### src/rtl/enigma_pkg.sv
// enigma_pkg -- shared definitions for the Enigma UART transmit path.
//   tx_state_e      : transmitter FSM states
//   UART_DATA_BITS  : data bits per UART frame
//   UART_IDLE_LEVEL : serial line level while idle / during stop bit
//   even_parity()   : XOR of the data bits (used when ENIGMA_TX_PARITY_EN is defined)
package enigma_pkg;

  typedef enum logic [2:0] {
    ST_IDLE,
    ST_START,
    ST_DATA,
    ST_PARITY,
    ST_STOP
  } tx_state_e;

  localparam int unsigned UART_DATA_BITS  = 8;
  localparam logic        UART_IDLE_LEVEL = 1'b1;

  function automatic logic even_parity(input logic [UART_DATA_BITS-1:0] d);
    return ^d;
  endfunction

endpackage

### src/rtl/enigma_tx_fifo.sv
// enigma_tx_fifo -- synchronous FIFO buffering ciphertext bytes for the UART.
// Ports:
//   clk_i   : clock (rising edge)
//   rst_i   : asynchronous active-high reset, empties the FIFO
//   push_i  : write data_i this cycle (ignored when full unless popping too)
//   data_i  : byte to write
//   pop_i   : consume the head entry this cycle (ignored when empty)
//   data_o  : head entry (valid when empty_o is low)
//   full_o  : DEPTH entries held
//   empty_o : no entries held
// Pointers carry one extra wrap bit so full and empty can be told apart
// when the index bits match. Reads are not bypassed: a byte written into an
// empty FIFO becomes visible on data_o the cycle after it is written.
module enigma_tx_fifo #(
  parameter int unsigned DEPTH = 8,
  parameter int unsigned WIDTH = 8
) (
  input  logic             clk_i,
  input  logic             rst_i,
  input  logic             push_i,
  input  logic [WIDTH-1:0] data_i,
  input  logic             pop_i,
  output logic [WIDTH-1:0] data_o,
  output logic             full_o,
  output logic             empty_o
);

  localparam int unsigned AW      = $clog2(DEPTH);
  localparam logic [AW:0] PTR_ONE = 1;

  logic [AW:0]      wptr_q, wptr_d;
  logic [AW:0]      rptr_q, rptr_d;
  logic [WIDTH-1:0] mem_q [DEPTH];
  logic             do_push, do_pop;

  assign empty_o = (wptr_q == rptr_q);
  assign full_o  = (wptr_q[AW] != rptr_q[AW]) && (wptr_q[AW-1:0] == rptr_q[AW-1:0]);
  assign data_o  = mem_q[rptr_q[AW-1:0]];

  // A full FIFO may still accept a byte when the head leaves on the same edge.
  assign do_pop  = pop_i && !empty_o;
  assign do_push = push_i && (!full_o || do_pop);

  always_comb begin
    wptr_d = wptr_q;
    rptr_d = rptr_q;
    if (do_push) wptr_d = wptr_q + PTR_ONE;
    if (do_pop)  rptr_d = rptr_q + PTR_ONE;
  end

  always_ff @(posedge clk_i or posedge rst_i) begin
    if (rst_i) begin
      wptr_q <= '0;
      rptr_q <= '0;
    end else begin
      wptr_q <= wptr_d;
      rptr_q <= rptr_d;
    end
  end

  always_ff @(posedge clk_i) begin
    if (do_push) mem_q[wptr_q[AW-1:0]] <= data_i;
  end

endmodule

### src/rtl/enigma_uart_tx.sv
// enigma_uart_tx -- buffered UART transmitter for Enigma ciphertext bytes.
// Parameters:
//   CLKS_PER_BIT : clock cycles per UART bit (2..65535)
//   FIFO_DEPTH   : byte buffer depth (power of two, 2..64)
// Ports:
//   i_clock    : clock (rising edge)
//   reset      : asynchronous active-high reset; aborts any frame in flight
//   i_data     : encoded ASCII byte
//   i_valid    : offers i_data this cycle
//   o_tx       : serial line, idle high (registered)
//   o_busy     : frame on the line or bytes buffered (registered)
//   o_full     : buffer holds FIFO_DEPTH bytes
//   o_overflow : sticky, a byte was dropped because the buffer was full
// Build option: define ENIGMA_TX_PARITY_EN to append an even-parity bit
// (8E1, 11-bit frame); otherwise frames are 8N1.
module enigma_uart_tx
  import enigma_pkg::*;
#(
  parameter int unsigned CLKS_PER_BIT = 868,
  parameter int unsigned FIFO_DEPTH   = 8
) (
  input  logic       i_clock,
  input  logic       reset,
  input  logic [7:0] i_data,
  input  logic       i_valid,
  output logic       o_tx,
  output logic       o_busy,
  output logic       o_full,
  output logic       o_overflow
);

  localparam logic [15:0] CNT_RELOAD = 16'(CLKS_PER_BIT - 1);
  localparam logic [2:0]  LAST_BIT   = 3'(UART_DATA_BITS - 1);

  tx_state_e   state_q;
  logic [15:0] cnt_q;
  logic [2:0]  bit_q;
  logic [7:0]  shift_q;
  logic        tx_q;
  logic        busy_q;
  logic        ovf_q;
`ifdef ENIGMA_TX_PARITY_EN
  logic        parity_q;
`endif

  logic       fifo_push, fifo_pop, fifo_full, fifo_empty;
  logic [7:0] fifo_rdata;
  logic       bit_end;
  logic       line_d;

  enigma_tx_fifo #(
    .DEPTH (FIFO_DEPTH),
    .WIDTH (8)
  ) u_fifo (
    .clk_i   (i_clock),
    .rst_i   (reset),
    .push_i  (fifo_push),
    .data_i  (i_data),
    .pop_i   (fifo_pop),
    .data_o  (fifo_rdata),
    .full_o  (fifo_full),
    .empty_o (fifo_empty)
  );

  assign bit_end = (cnt_q == '0);

  // Loading from STOP as well as IDLE lets frames run back to back.
  always_comb begin
    fifo_pop = 1'b0;
    if (!fifo_empty) begin
      if (state_q == ST_IDLE)              fifo_pop = 1'b1;
      if (state_q == ST_STOP && bit_end)   fifo_pop = 1'b1;
    end
  end

  assign fifo_push = i_valid && (!fifo_full || fifo_pop);

  // Line level for the current state; registered into tx_q, so the line
  // trails the FSM by one cycle.
  always_comb begin
    line_d = UART_IDLE_LEVEL;
    unique case (state_q)
      ST_IDLE:   line_d = UART_IDLE_LEVEL;
      ST_START:  line_d = 1'b0;
      ST_DATA:   line_d = shift_q[0];
`ifdef ENIGMA_TX_PARITY_EN
      ST_PARITY: line_d = parity_q;
`else
      ST_PARITY: line_d = UART_IDLE_LEVEL;
`endif
      ST_STOP:   line_d = UART_IDLE_LEVEL;
      default:   line_d = UART_IDLE_LEVEL;
    endcase
  end

  always_ff @(posedge i_clock or posedge reset) begin
    if (reset) begin
      state_q  <= ST_IDLE;
      cnt_q    <= '0;
      bit_q    <= '0;
      shift_q  <= '0;
      tx_q     <= UART_IDLE_LEVEL;
      busy_q   <= 1'b0;
      ovf_q    <= 1'b0;
`ifdef ENIGMA_TX_PARITY_EN
      parity_q <= 1'b0;
`endif
    end else begin
      tx_q   <= line_d;
      busy_q <= (state_q != ST_IDLE) || !fifo_empty;
      if (i_valid && fifo_full && !fifo_pop) ovf_q <= 1'b1;

      unique case (state_q)
        ST_IDLE: begin
          if (fifo_pop) begin
            shift_q  <= fifo_rdata;
`ifdef ENIGMA_TX_PARITY_EN
            parity_q <= even_parity(fifo_rdata);
`endif
            cnt_q    <= CNT_RELOAD;
            state_q  <= ST_START;
          end
        end
        ST_START: begin
          if (bit_end) begin
            cnt_q   <= CNT_RELOAD;
            bit_q   <= '0;
            state_q <= ST_DATA;
          end else begin
            cnt_q <= cnt_q - 16'd1;
          end
        end
        ST_DATA: begin
          if (bit_end) begin
            cnt_q <= CNT_RELOAD;
            if (bit_q == LAST_BIT) begin
`ifdef ENIGMA_TX_PARITY_EN
              state_q <= ST_PARITY;
`else
              state_q <= ST_STOP;
`endif
            end else begin
              shift_q <= shift_q >> 1;
              bit_q   <= bit_q + 3'd1;
            end
          end else begin
            cnt_q <= cnt_q - 16'd1;
          end
        end
        ST_PARITY: begin
          if (bit_end) begin
            cnt_q   <= CNT_RELOAD;
            state_q <= ST_STOP;
          end else begin
            cnt_q <= cnt_q - 16'd1;
          end
        end
        ST_STOP: begin
          if (bit_end) begin
            if (fifo_pop) begin
              shift_q  <= fifo_rdata;
`ifdef ENIGMA_TX_PARITY_EN
              parity_q <= even_parity(fifo_rdata);
`endif
              cnt_q    <= CNT_RELOAD;
              state_q  <= ST_START;
            end else begin
              cnt_q   <= '0;
              state_q <= ST_IDLE;
            end
          end else begin
            cnt_q <= cnt_q - 16'd1;
          end
        end
        default: state_q <= ST_IDLE;
      endcase
    end
  end

  assign o_tx       = tx_q;
  assign o_busy     = busy_q;
  assign o_full     = fifo_full;
  assign o_overflow = ovf_q;

endmodule

### config.mk
export PLATFORM = sky130hd
export DESIGN_NAME = enigma_uart_tx
export DESIGN_NICKNAME = d
export VERILOG_FILES = /design/src/rtl/enigma_pkg.sv /design/src/rtl/enigma_tx_fifo.sv /design/src/rtl/enigma_uart_tx.sv
export SDC_FILE = /design/constraint.sdc
export NUM_CORES = 1
export LEC_CHECK = 0
export ABC_CLOCK_PERIOD_IN_PS = 3900
export BUFFER_PORTS_ARGS = -buffer_cell sky130_fd_sc_hd__buf_2
export CAP_MARGIN = 10
export CORE_MARGIN = 2
export CORE_UTILIZATION = 46
export CTS_CLUSTER_SIZE = 30
export DETAILED_ROUTE_END_ITERATION = 10
export HOLD_SLACK_MARGIN = 0.02
export PLACE_DENSITY = 0.59
export SYNTH_ARGS = -nofsm -noshare
export SYNTH_HDL_FRONTEND = slang
export SYNTH_SLANG_ARGS = --single-unit
### constraint.sdc
create_clock -name i_clock -period 3.9 [get_ports i_clock]
set_input_delay 0.585 -clock i_clock [delete_from_list [all_inputs] [get_ports i_clock]]
set_output_delay 0.585 -clock i_clock [all_outputs]
set_load 0.01 [all_outputs]
Word level (Yosys, flattened, before mapping)
Memories as Yosys holds them, arrays and structs flattened.
Index checks and enable logic that the tools add are counted.

storage, ports and cells
  flip-flop bits (word level) = 41
  RAM bits = 64
  output and inout bits = 4
  memories kept = 1

operators by class
  add/subtract/negate cells = 4
  eq/ne operators = 15
  mux-type cells = 28
  reduce and logical (&&, ||, !) cells = 24

memories
  name          depth  width  read ports  clocked after Yosys merged registers in  write ports  RTL line              source
  u_fifo.mem_q  8      8      1           0                                        1            enigma_tx_fifo.sv:33  logic [WIDTH-1:0] mem_q [DEPTH];

operator list
  operator                                                               count
  16-bit 2-to-1 mux                                                      3
  16-bit one-hot mux with 3 select lines                                 1
  8-bit 2-to-1 mux                                                       4
  3-bit 2-to-1 mux                                                       9
  8-bit one-hot mux with 3 select lines                                  1
  16-bit logical NOT                                                     1
  16-bit by 1-bit subtractor with 16-bit output (second input constant)  1
  3-bit one-hot mux with 5 select lines                                  1
  2-bit inequality test (second input constant)                          7
  10-bit 2-to-1 mux                                                      1
  3-bit nonzero test                                                     3
  4-bit by 1-bit adder with 4-bit output (second input constant)         2
  4-bit AND reduction                                                    2
  1-bit logical AND                                                      7
  3-bit by 2-bit == test with 1-bit output (second input constant)       2
  3-bit == test (second input constant)                                  2
  1-bit 2-to-1 mux                                                       6
  3-bit one-hot mux with 2 select lines                                  1
  6-bit AND reduction                                                    1
  4-bit == test                                                          1
  3-bit by 1-bit adder with 3-bit output (second input constant)         1
  3-bit by 1-bit == test with 1-bit output (second input constant)       1
  3-bit == test                                                          1
  1-bit logical NOT                                                      3
  other kinds (7)                                                        9

Logic depth before layout (Yosys ltp)
  depth in word-level cells = 9
  mapped depth = 8
  depth with buffers taken out = 7

Hierarchy
Synthesis repeated with hierarchy kept, for this count alone.

second synthesis, totals
  cells, all modules = 372
  area total of the unflattened synthesis = 5003.5 um2

modules (own cells, without submodules)
  module          times used  cells an instance  area an instance (um2)
  enigma_tx_fifo  1           152                2987.9
  enigma_uart_tx  1           220                2015.7

Worst setup path before layout
Ideal clock, no wire load.

  path kind = register to register
  start point = register cnt_q[0]
  end point = memory u_fifo.mem_q[0][0], enable pin
  setup time = 0.383 ns
  arrival time = 2.395 ns
  setup slack = 1.121 ns
  stages on the path, launching flop included = 8
  buffers on the path = 0
  period minus slack after synthesis = 2.779 ns
  cells stage by stage = dfrtp_1 inv_1 ha_1 nor3b_1 nand4_4 o211ai_1 nand3b_1 nor3_1

on the way
  longest elaborated chain between the ends = 9
  elaborated cells on any way between the ends = 11

RTL lines
  element                                                       RTL line                                    source
  from (decl)                                                   enigma_uart_tx.sv:36                        logic [15:0] cnt_q;
  from (signal assigned)                                        enigma_uart_tx.sv:130                       cnt_q <= cnt_q - 16'd1;
  from (signal assigned)                                        enigma_uart_tx.sv:147                       cnt_q <= cnt_q - 16'd1;
  from (signal assigned)                                        enigma_uart_tx.sv:155                       cnt_q <= cnt_q - 16'd1;
  16-bit logical NOT *                                          enigma_uart_tx.sv:65                        assign bit_end = (cnt_q == '0);
  1-bit logical AND *                                           enigma_uart_tx.sv:72                        if (state_q == ST_STOP && bit_end) fifo_pop = 1'b1;
  1-bit 2-to-1 mux *                                            enigma_uart_tx.sv:72
  1-bit 2-to-1 mux *                                            enigma_uart_tx.sv:70                        if (!fifo_empty) begin
  1-bit logical OR / 1-bit logical AND (equally long branches)  enigma_uart_tx.sv:76, enigma_tx_fifo.sv:41
  1-bit logical AND / 1-bit logical OR (equally long branches)  enigma_uart_tx.sv:76, enigma_tx_fifo.sv:42
  1-bit logical AND *                                           enigma_tx_fifo.sv:42                        assign do_push = push_i && (!full_o || do_pop);
  1-bit 2-to-1 mux *                                            enigma_tx_fifo.sv:62                        if (do_push) mem_q[wptr_q[AW-1:0]] <= data_i;
  1-bit 2-to-1 mux (not written as such) *                      enigma_tx_fifo.sv:62
  to (decl)                                                     enigma_tx_fifo.sv:33

Mark *: on every way between the ends. The rest lies on a longest branch, timed or not.

Worst setup path in the final report
  start point = register cnt_q[0]
  end point = memory u_fifo.mem_q[1][3], enable pin

The elaborated chain is that of the path after synthesis.

==> results.tsv <==
stage	metric	value	unit
layout	multi_input_area	1790	um^2
logic_synthesis	yosysTopAreaCell	edfxtp_1	
die	num_io_pins	15	
sta	clock.fmax	0.329	GHz
layout	ff_latch_area	2950	um^2
clock_network	cts_resized	0	
die	die-area	11300	um^2
placement	pre_cts_slack	0.880	ns
critical_path	crit_fanout	9	
placement	port_buffers	14	
placement	placed_area	5030	um^2
critical_path	worstSetupPathType	register to register	
logic_synthesis	synth-seq-cells	105	
layout	antennaDiodeCount	0	
run	maxCapViolCount	0	
grt	grt_pass1_wl	15700	um
detailed_routing	vias	2882	
logic_synthesis	ys_warn_count	0	
sta	slew_headroom	0.320	
clock_network	clk_latency	0.37	ns
sta	rsz0062_at_grt	false	
sta	slew_viol_final	0	
logic_synthesis	syn_area_per_cell	13.5	um^2
power	power.leakage	1.95	nW
logic_synthesis	netlist.area_leader.share	0.398	
sta	max_slew.worst_pin.slew	1.02	ns
logic_synthesis	ys.flop_type	edfxtp_1	
clock_network	cts_max_path_buffers	2	
sta	hold_viol	0	
logic_synthesis	synthTopCellsByArea	edfxtp_1 (40%), dfrtp_1 (21%), mux2_2 (3.3%), mux2i_1 (3.1%), mux4_2 (2.8%)	
critical_path	max_stage_delay	0.58	ns
clock_network	clk_pin_slew	0.10	ns
sta	finalClockSkew	0.00683	ns
worst_hold_path	min_path_type	input port to async pin	
clock_network	cts_tree	done	
logic_synthesis	synth_cell_types	57	
clock_network	cts_buffers	9	
layout	finalNetCount	388	
sta	period_minus_slack	3.04	ns
critical_path	cp_top_family	simple AND/OR/NAND/NOR gates	
grt	grt_pass1_vias	2958	
layout	stdcell_area	5220	um^2
sta	fin_ws	0.863	ns
clock_network	postCtsHoldBufs	0	
die	die_y	106	um
sta	timing.final.crit_share	0.779	
detailed_routing	drc_errors	0	
critical_path	crit_required	3.91	ns
clock_network	cts.sinks	105	
logic_synthesis	syn_inst	358	
die	dieWidth	106	um
critical_path	worstPathCellList	inv_1 > ha_1 > nor3b_1 > nand4_4 > o211ai_1 > nand3b_1 > nor2_1	
die	initial_core_util	0.472	
layout	fin_util	0.510	
status	outcome	complete, no violations	
layout	nFillCells	896	
logic_synthesis	syn_area	4820	um^2
clock_network	cts_root_buf	clkbuf_8	
detailed_routing	ant_nets	0	
critical_path	worstSetupStartpointType	register	
clock_network	cts.htree.levels	3	
critical_path	crit_slowest_cell	nor2_1	
die	core	10200	um^2
sta	fin_tns_setup	0	ns
critical_path	critPathArrivalTime	3.04	ns
critical_path	path_buf_inv	1	
detailed_routing	drtPass1Iterations	4	
grt	grt_max_degree	42	
power	powerDensity	668	nW/um^2
grt	antenna_found_initial	0	
layout	drive_gt1_frac	0.191	
layout	syn_to_final_growth	8.09	%
placement	gp_congestion	0.773	
placement	hpwl	6500	um
detailed_routing	wire_per_inst	18.2	um
logic_synthesis	synth_edf_count	64	
detailed_routing	drtIter0Drc	169	
logic_synthesis	async_flop_share	0.390	
logic_synthesis	synthesis.nets	375	
clock_network	post_cts_buffers	0	
detailed_routing	viasPerCell	5.63	
critical_path	crit_path_end_kind	register	
sta	setup_viol	0	
grt	grtUsageTotal	0.184	
power	vdd_drop_max	0.250	mV
logic_synthesis	ys_seq_area_frac	0.611	
die	row_count	37	
detailed_routing	totalWireLength	9320	um
grt	grt-ovfl-total	0	
## logic make-up (layout without fill, tap and decap cells)
group	after synthesis	after routing	share of synthesized area
AOI/OAI and AO/OA	68	68	0.0960
buffers and inverters	21	39	0.0171
and+or+nand+nor	103	103	0.122
adders and majority gates	6	6	0.0156
DFF	105	105	0.611
muxes	43	43	0.117
xor gates and xnor gates	12	12	0.0218
## per-stage QoR
step,hold WS [ns],total power (W),instances
detailed placement,0.444,0.00289,496
CTS,0.335,0.00352,512
global placement,0.437,0.00287,496
finish,0.319,0.00348,512
global route,0.361,0.00373,512
floorplan,0.446,0.00260,358
## final timing paths
path | start | end | slack, ns | depth (start not counted)
setup / recovery | cnt_q[0]$_DFFE_PP0P_ | u_fifo.mem_q[1][3]$_DFFE_PP_ | 0.86 | 7
setup reg to reg | cnt_q[0]$_DFFE_PP0P_ | u_fifo.mem_q[1][3]$_DFFE_PP_ | 0.86 | 7
min in group i_clock | o_overflow$_DFFE_PP0P_ | o_overflow$_DFFE_PP0P_ | 0.46 | 1
hold / removal | reset | bit_q[1]$_DFFE_PP0P_ | 0.32 | 3
max in group asynchronous | reset | u_fifo.wptr_q[2]$_DFFE_PP0P_ | 3.21 | 3
hold reg to reg | o_overflow$_DFFE_PP0P_ | o_overflow$_DFFE_PP0P_ | 0.46 | 1
## synthesized netlist by cell type, drive strengths merged, types with 2 or more instances
library cell and number:
a31oi 2, dfrtp 40, xor2 4, o21ai 23, a211oi 5, a21oi 8
inv 5, xnor2 8, a22o 2, nor3b 3, mux2i 15, and4 3
o21a 2, nor3 12, a221oi 2, nand3b 2, nor2 24, ha 6
a21o 2, or3 3, o221ai 4, o211ai 4, mux4 6, clkbuf 10
nand4 4, nand2b 4, nand3 9, o31ai 3, nand2 29, nor4 5
edfxtp 64, mux2 22, buf 6, a22oi 3
## state kept, by name (all words and copies together), names as in the netlist
register,count
bit_q,3
cnt_q,16
o_busy,1
o_overflow,1
o_tx,1
shift_q,8
state_q,3
u_fifo.mem_q,64
u_fifo.rptr_q,4
u_fifo.wptr_q,4
## where the power goes
group | internal (W) | switching [W] | total [W]
sequential | 0.00144 | 0.000253 | 0.00170
combinational | 0.000560 | 0.000605 | 0.00117
clock | 0.000245 | 0.000376 | 0.000621
## metal layers
| metal | wire (um) | up-vias | GRT usage |
|---|---|---|---|
| li1 | - | 1383 | - |
| met1 | 4320 | 1439 | 0.242 |
| met4 | 106 | 0 | 0.0529 |
| met3 | 311 | 7 | 0.0405 |
| met5 | 0 | - | 0 |
| met2 | 4580 | 53 | 0.306 |
## worst min-delay path: cells and delay by family
family | cells | cell delay, ns
buffers and inverters | 3 | 0.56
## cell usage in the layout (no fill, tap or decap), types with 3 or more instances in the layout
cell type,count
nor4_4,3
o211ai_1,4
buf_4,4
o221ai_1,4
xnor2_1,8
or3_1,3
clkbuf_8,9
and4_1,3
xor2_1,4
nand3_1,9
nand2b_1,4
mux2i_1,15
mux4_2,6
a211oi_1,4
inv_1,4
mux2_4,8
nor3_1,10
mux2_2,14
a21oi_1,8
nand2_1,29
nor2_1,23
o31ai_1,3
edfxtp_1,64
dfrtp_1,40
a22oi_1,3
nor3b_1,3
ha_1,6
buf_2,14
o21ai_0,22
## area by class of cell
cell class | count | area share
flip-flops and latches | 105 | 0.565
well taps | 136 | 0.0326
clock buffers | 11 | 0.0252
multi-input cells | 232 | 0.344
repair buffers | 18 | 0.0192
clock inverters | 5 | 0.0101
inverters | 5 | 0.00360
Power figures use the tool's default switching activity.
